**src/rtl/op_differentiator_mc.sv**
```systemverilog
// op_differentiator_mc: time-multiplexed, multi-channel ORDER-th backward-difference filter.
// Define OP_DIFF_SAT_EN to clamp every stage subtraction; otherwise stages wrap modulo 2^WIDTH.
module op_differentiator_mc #(
    parameter int WIDTH  = 19,
    parameter int ORDER  = 3,
    parameter int NUM_CH = 16,
    localparam int CH_W  = (NUM_CH > 1) ? $clog2(NUM_CH) : 1
) (
    input  logic                    clk,
    input  logic                    rst_n,
    input  logic                    lr_clk,
    input  logic                    hist_clr,
    input  logic                    in_valid,
    output logic                    in_ready,
    input  logic signed [WIDTH-1:0] in_data,
    output logic                    out_valid,
    output logic signed [WIDTH-1:0] out_data,
    output logic [CH_W-1:0]         out_ch
);

    localparam int CNT_W  = $clog2(NUM_CH + 1);
    localparam int STEP_W = (ORDER > 1) ? $clog2(ORDER) : 1;

    typedef enum logic [1:0] {
        S_IDLE,
        S_CALC,
        S_OUT
    } state_t;

    state_t                  state_q;
    logic [CNT_W-1:0]        cnt_q;
    logic [CH_W-1:0]         ch_q;
    logic [STEP_W-1:0]       step_q;
    logic signed [WIDTH-1:0] acc_q;
    logic signed [WIDTH-1:0] hist_q [NUM_CH][ORDER];
    logic                    lr_prev_q;
    logic                    clr_pend_q;
    logic                    out_valid_q;
    logic signed [WIDTH-1:0] out_data_q;
    logic [CH_W-1:0]         out_ch_q;

    logic                    lr_rise_d;
    logic                    accept_d;
    logic signed [WIDTH-1:0] diff_d;

    // One stage of the difference chain: a - b, wrapped or clamped to WIDTH bits.
    function automatic logic signed [WIDTH-1:0] stage_sub(
        input logic signed [WIDTH-1:0] a,
        input logic signed [WIDTH-1:0] b
    );
`ifdef OP_DIFF_SAT_EN
        logic [WIDTH:0] wide;
        // NOTE: blocking '=' is correct here: function locals are combinational temporaries.
        wide = {a[WIDTH-1], a} - {b[WIDTH-1], b};
        if (wide[WIDTH] != wide[WIDTH-1]) begin
            return wide[WIDTH] ? {1'b1, {(WIDTH-1){1'b0}}} : {1'b0, {(WIDTH-1){1'b1}}};
        end
        return wide[WIDTH-1:0];
`else
        return a - b;
`endif
    endfunction

    // A frame edge blocks acceptance in its own cycle so the sample lands on channel 0.
    assign lr_rise_d = lr_clk & ~lr_prev_q;
    assign in_ready  = (state_q == S_IDLE) && (cnt_q < CNT_W'(NUM_CH)) && !lr_rise_d;
    assign accept_d  = in_valid & in_ready;
    assign diff_d    = stage_sub(acc_q, hist_q[ch_q][step_q]);

    always_ff @(posedge clk or negedge rst_n) begin
        if (!rst_n) begin
            state_q     <= S_IDLE;
            cnt_q       <= '0;
            ch_q        <= '0;
            step_q      <= '0;
            acc_q       <= '0;
            lr_prev_q   <= 1'b0;
            clr_pend_q  <= 1'b0;
            out_valid_q <= 1'b0;
            out_data_q  <= '0;
            out_ch_q    <= '0;
            // NOTE: history is a plain register array, not a RAM, so it is reset with the rest of the state.
            for (int c = 0; c < NUM_CH; c++) begin
                for (int k = 0; k < ORDER; k++) begin
                    hist_q[c][k] <= '0;
                end
            end
        end else begin
            lr_prev_q   <= lr_clk;
            out_valid_q <= 1'b0;

            if (lr_rise_d) begin
                cnt_q <= '0;
            end else if (accept_d) begin
                cnt_q <= cnt_q + 1'b1;
            end

            case (state_q)
                S_IDLE: begin
                    if (accept_d) begin
                        ch_q    <= cnt_q[CH_W-1:0];
                        acc_q   <= in_data;
                        step_q  <= '0;
                        state_q <= S_CALC;
                    end
                end
                S_CALC: begin
                    // acc_q holds d_{k-1}; it becomes the new h[c][k-1] as d_k is latched.
                    hist_q[ch_q][step_q] <= acc_q;
                    acc_q                <= diff_d;
                    step_q               <= step_q + 1'b1;
                    if (step_q == STEP_W'(ORDER - 1)) begin
                        state_q <= S_OUT;
                    end
                end
                S_OUT: begin
                    out_valid_q <= 1'b1;
                    out_data_q  <= acc_q;
                    out_ch_q    <= ch_q;
                    state_q     <= S_IDLE;
                end
                default: state_q <= S_IDLE;
            endcase

            // A clear seen during CALC is deferred so the in-flight sample uses its old history.
            if (state_q == S_CALC) begin
                if (hist_clr) begin
                    clr_pend_q <= 1'b1;
                end
            end else if (hist_clr || clr_pend_q) begin
                clr_pend_q <= 1'b0;
                for (int c = 0; c < NUM_CH; c++) begin
                    for (int k = 0; k < ORDER; k++) begin
                        hist_q[c][k] <= '0;
                    end
                end
            end
        end
    end

    assign out_valid = out_valid_q;
    assign out_data  = out_data_q;
    assign out_ch    = out_ch_q;

endmodule

```
**config.mk**
```make
export PLATFORM = sky130hd
export DESIGN_NAME = op_differentiator_mc
export DESIGN_NICKNAME = d
export VERILOG_FILES = /design/src/rtl/op_differentiator_mc.sv
export SDC_FILE = /design/constraint.sdc
export NUM_CORES = 2
export LEC_CHECK = 0
export CAP_MARGIN = 20
export CORE_MARGIN = 8
export CORE_UTILIZATION = 55
export CTS_CLUSTER_SIZE = 10
export DETAILED_ROUTE_END_ITERATION = 7
export PLACE_DENSITY_LB_ADDON = 0.1
export SYNTH_ARGS = -nofsm -noshare
export SYNTH_HDL_FRONTEND = slang
export SYNTH_SLANG_ARGS = --single-unit
```
**constraint.sdc**
```tcl
create_clock -name clk -period 8.8 [get_ports clk]
set_input_delay 1.76 -clock clk [delete_from_list [all_inputs] [get_ports clk]]
set_output_delay 1.76 -clock clk [all_outputs]
set_load 0.02 [all_outputs]
```
=== Yosys cells after proc, flatten, opt, wreduce, memory -nomap -nowiden ===
Cells that the tools add are included.

* $add $sub $neg: 3
* Magnitude comparators: 5
* Equality and inequality tests: 6
* Mux-type cells: 27
* Bitwise operators: 5
* Reductions and logical operators: 14

{| class="wikitable"
|+ Operator list
! cell !! count
|-
| 2-to-1 mux 912 bit || 3
|-
| bitwise mux 912 bit || 1
|-
| binary-select mux 57 bit (select 4 bit) || 1
|-
| demux 57 bit (select 4 bit) || 1
|-
| 2-to-1 mux 57 bit || 3
|-
| 2-to-1 mux 19 bit || 4
|-
| binary-select mux 19 bit (select 2 bit) || 1
|-
| demux 19 bit (select 2 bit) || 1
|-
| one-hot mux 19 bit (2 select lines) || 1
|-
| subtractor 19 bit || 1
|-
| 2-to-1 mux 5 bit || 2
|-
| one-hot mux 2 bit (2 select lines) || 2
|-
| AND reduction 2 bit || 4
|-
| 2-to-1 mux 2 bit || 3
|-
| inequality test 2 bit (second input constant) || 3
|-
| nonzero test 2 bit || 3
|-
| adder 5 x 1 -> 5 bit (second input constant) || 1
|-
| greater-or-equal comparator 5 bit (second input constant) || 1
|-
| less-than comparator 5 x 1 -> 1 bit (second input constant) || 1
|-
| less-than comparator 5 bit (second input constant) || 1
|-
| inverter 4 -> 5 bit || 1
|-
| equality test 2 bit (second input constant) || 2
|-
| logical AND 1 bit || 4
|-
| 2-to-1 mux 1 bit || 4
|-
| 10 further kinds || 11
|}

* Flip-flop bits (word level): 970
* Bits of input ports: 24
* Output and inout port bits: 25
* Logic and storage cells: 118

=== Depth between registers and ports, before layout ===
* Depth in word-level cells: 11
* Gate-level depth with buffers: 18
* Mapped depth without buffers: 16

=== Least setup slack after synthesis ===
OpenSTA, ideal clock, no wires.

* Path kind: input-to-output
* From: in lr_clk
* To: out in_ready
* Arrival time: 2.645 ns
* Data required time: 7.040 ns
* Path slack: 4.395 ns
* Cell stages on the path: 2
* Path buffers: 0
* Cells stage by stage: nor2b_1 > nor4_1

* Longest elaborated chain between the ends: 3

{| class="wikitable"
|+ Ends and longest elaborated chain
! element !! RTL line !! RTL
|-
| start, declared || 11 || <nowiki>input logic lr_clk,</nowiki>
|-
| bitwise AND 1 bit || 65 || <nowiki>assign lr_rise_d = lr_clk & ~lr_prev_q;</nowiki>
|-
| zero test 1 bit || 66 || <nowiki>assign in_ready = (state_q == S_IDLE) && (cnt_q < CNT_W'(NUM_CH)) && !lr_rise_d;</nowiki>
|-
| logical AND 1 bit || 66 ||
|-
| end, declared || 14 || <nowiki>output logic in_ready,</nowiki>
|}

Every way passes these cells.

=== Final worst setup path ===
* From: reg ch_q[0]
* To: reg acc_q[17]

* Longest elaborated chain between the ends: 9

{| class="wikitable"
|+ Ends and longest elaborated chain
! element !! RTL line !! RTL
|-
| start, declared || 32 || <nowiki>logic [CH_W-1:0] ch_q;</nowiki>
|-
| start signal, assigned || 101 || <nowiki>ch_q <= cnt_q[CH_W-1:0];</nowiki>
|-
| inverter 4 -> 5 bit (implied by the code) || 68 || <nowiki>assign diff_d = stage_sub(acc_q, hist_q[ch_q][step_q]);</nowiki>
|-
| binary-select mux 57 bit (select 4 bit) || 68 ||
|-
| 2-to-1 mux 57 bit (implied by the code) (2 in a row) || 68 ||
|-
| binary-select mux 19 bit (select 2 bit) || 68 ||
|-
| 2-to-1 mux 19 bit (implied by the code) (2 in a row) || 68 ||
|-
| subtractor 19 bit || 60 || <nowiki>return a - b;</nowiki>
|-
| one-hot mux 19 bit (2 select lines) || 98 || <nowiki>case (state_q)</nowiki>
|-
| end signal, assigned || 102 || <nowiki>acc_q <= in_data;</nowiki>
|-
| end signal, assigned || 110 || <nowiki>acc_q <= diff_d;</nowiki>
|-
| end, declared || 34 || <nowiki>logic signed [WIDTH-1:0] acc_q;</nowiki>
|}

Every way passes these cells. The select of a mux whose other input is x is not followed.
A chain may end at the register's enable or synchronous reset.

==> impl_metrics.yaml <==
status:
  status: "finished, final reports clean"
cts:
  clock_sinks: 970
  clk_pin_slew_ps: 60
  root_buffer: "clkbuf_16"
  cts_resized: 0
  cts_buffer_depth: 3
  postCtsHoldBufs: 0
  htreeDepth: 3
  cts_setup_buffers: 0
  clock_latency_ps: 710
  cts_tree: "yes"
  cts_buffers: 111
setup_path:
  rrSetupSlack_ps: 3380
  cp.required_ps: 9410
  reg2reg_from: "ch_q[0]"
  start_kind: "flip-flop"
  r2r-end: "acc_q[17]"
  crit_path_end_kind: "flip-flop"
  cp.arrival_ps: 6030
  crit_type: "flip-flop to flip-flop"
  r2r.worst_path.cells: 14
  critPathMaxFanout: 32
final_layout:
  multi_input_area_mm2: 0.0206
  diodes: 0
  layout.nets: 4790
  register_area_mm2: 0.0243
  fillCellCount: 7109
  final_core_util: 0.604
  final_area_mm2: 0.0511
  drive_gt1_frac: 0.128
  syn_to_final_growth_pct: 9.58
timing:
  finalCritPeriodShare: 0.616
  worst_pin_slew_ps: 1230
  max_freq_ghz: 0.184
  drv_slew: 0
  layout_setup_ws_ps: 3380
  fin_crit_ps: 5420
  slew_headroom: 0.179
  rsz0062_at_grt: "no"
  clock_skew_ps: 25.8
  finalHoldViolations: 0
  setup_viol: 0
  fin_setup_tns_ps: 0
pwr:
  powerDensity_mw_per_mm2: 278
  ir_drop_mv: 0.424
  total_power_mw: 14.2
  p_leak_nw: 20.4
routing:
  drt_iter0_drc: 4773
  drtPass1Iterations: 5
  ant_nets: 0
  drt_wl_total_mm: 156
  vias_per_cell: 6.23
  wl_per_cell_um: 26.3
  drc_errors: 0
  vias: 36900
floorplanning:
  die_x_um: 307
  rows: 107
  start_util: 0.551
  coreArea_mm2: 0.0846
  die_h_um: 307
  die_area_mm2: 0.0944
  top_level_ports: 49
grt:
  grt_pass1_wl_mm: 236
  grt_util_all_layers: 0.330
  grt_max_degree: 221
  grt_pass1_vias: 36700
  grt.overflow.total: 0
  antenna_found_initial: 1
worst_hold_path:
  min_to: "out_data[14]"
  worstHoldStart: "out_data[14]"
  hold_class: "flip-flop to flip-flop"
  whs_path_depth: 1
synthesis:
  ys_ff_latch: 970
  synth_cell_types: 56
  ys_seq_area_frac: 0.520
  synth.avg_cell_area_um2: 9.55
  ys_async_sr_fraction: 1.00
  synth_area_mm2: 0.0467
  synth_flop_cell: "dfrtp_1"
  synth-edff-count: 0
  synth-warning-count: 0
  syn-instance-count: 4887
  syn_nets: 4934
placement:
  placed_area_mm2: 0.0479
  place_congestion: 0.925
  pre_cts_slack_ps: 3320
  dp.final_hpwl_mm: 87.8
  port_buffers: 48
flow_run:
  maxCapViolCount: 0
[synth_stat cells, types with 7 or more instances]
| master | count | area share |
|---|---|---|
| nor3_1 | 8 | 0.00086 |
| nor2b_1 | 8 | 0.0011 |
| clkbuf_1 | 269 | 0.022 |
| ha_1 | 22 | 0.0059 |
| nor2_2 | 39 | 0.0052 |
| o21ai_0 | 17 | 0.0018 |
| nand2b_1 | 9 | 0.0012 |
| nand3_1 | 14 | 0.0015 |
| buf_2 | 73 | 0.0078 |
| mux4_2 | 282 | 0.14 |
| a21oi_1 | 959 | 0.10 |
| nor2_1 | 40 | 0.0032 |
| a31oi_1 | 14 | 0.0019 |
| mux2_2 | 22 | 0.0053 |
| dfrtp_1 | 970 | 0.52 |
| nand2_1 | 1981 | 0.16 |
| buf_6 | 12 | 0.0029 |
| buf_4 | 22 | 0.0035 |
| a21o_1 | 9 | 0.0014 |
| xor2_1 | 7 | 0.0013 |
| buf_1 | 36 | 0.0029 |
[through the flow]
step / hold WS, ps / std cells
6_report: 505 / 5929
3_5_place_dp: 485 / 5770
5_1_grt: 518 / 5929
2_1_floorplan: 458 / 4887
4_1_cts: 505 / 5925
3_3_place_gp: 475 / 5758
[cells by family (layout without fill, tap and decap cells)]
logic type,after synthesis,count (layout),synth area share
AOI/OAI and AO/OA,1029,1029,0.113
xor gates and xnor gates,13,13,0.00244
adders and majority gates,23,23,0.00633
buffers and inverters,420,318,0.0394
DFF,970,970,0.520
muxes,306,306,0.142
and+or+nand+nor,2126,2126,0.176
[where the power goes]
part           switching [mW]  total (mW)  internal (mW)  leakage (nW)
clock network            1.82        4.20           2.37          1.53
registers               0.300        5.09           4.79          13.4
logic                    3.52        4.92           1.39          5.49
[worst max-delay path, stage by stage, from the launching register on]
cell	delay [ps]
dfrtp_4	610
buf_4	620
buf_4	620
mux4_2	640
mux4_2	550
nand2_1	100
a21oi_1	70
a21oi_1	410
ha_1	400
a21o_1	220
a21o_1	170
a21o_1	200
and3_1	180
a311o_1	310
nor3_1	160
[routing by layer]
layer	track usage	wire length, um	vias to the layer above	part of all wire
li1	-	-	16100	-
met4	0.140	7070	0	0.045
met2	0.504	72000	1768	0.46
met5	0	0	-	0
met1	0.455	61700	18700	0.40
met3	0.0787	15000	366	0.096
[state kept, by name, summed over array words and instances (netlist names), 2 cells and up]
signal,flops
step_q,2
state_q,2
out_ch,4
out_data,19
cnt_q,5
acc_q,19
ch_q,4
hist_q,912
[area by class of cell]
type                    instances  area share
flip-flops and latches        970       0.476
multi-input cells            3497       0.402
clock buffers                 145      0.0586
repair buffers                155      0.0327
well taps                    1144      0.0280
clock inverters                10     0.00255
inverters                       8    0.000587
[how the worst max path moves through the flow]
stage                  from         to  slack, ps  cells past startpoint
floorplan            lr_clk   in_ready       4400                      2
global placement    ch_q[0]  acc_q[17]       3400                     14
detailed placement  ch_q[0]  acc_q[17]       3320                     14
CTS                 ch_q[0]  acc_q[17]       3320                     14
global route        ch_q[0]  acc_q[17]       3090                     14
finish              ch_q[0]  acc_q[17]       3380                     14
[layout by cell type (no fill, tap or decap), drive strengths merged, types with 9 or more instances in the layout]
cell           Yosys  layout
clkbuf           269     145
nand2           1981    1981
dfrtp            970     970
nand2b             9       9
clkdlybuf4s50      0      47
o21ai             18      18
inv                7      12
a21o               9       9
mux2              22      22
a31oi             14      14
mux4             282     282
nand3             14      14
ha                22      22
nor2              79      79
a21oi            959     959
buf              143     108
(Power assumes the default switching activity.)
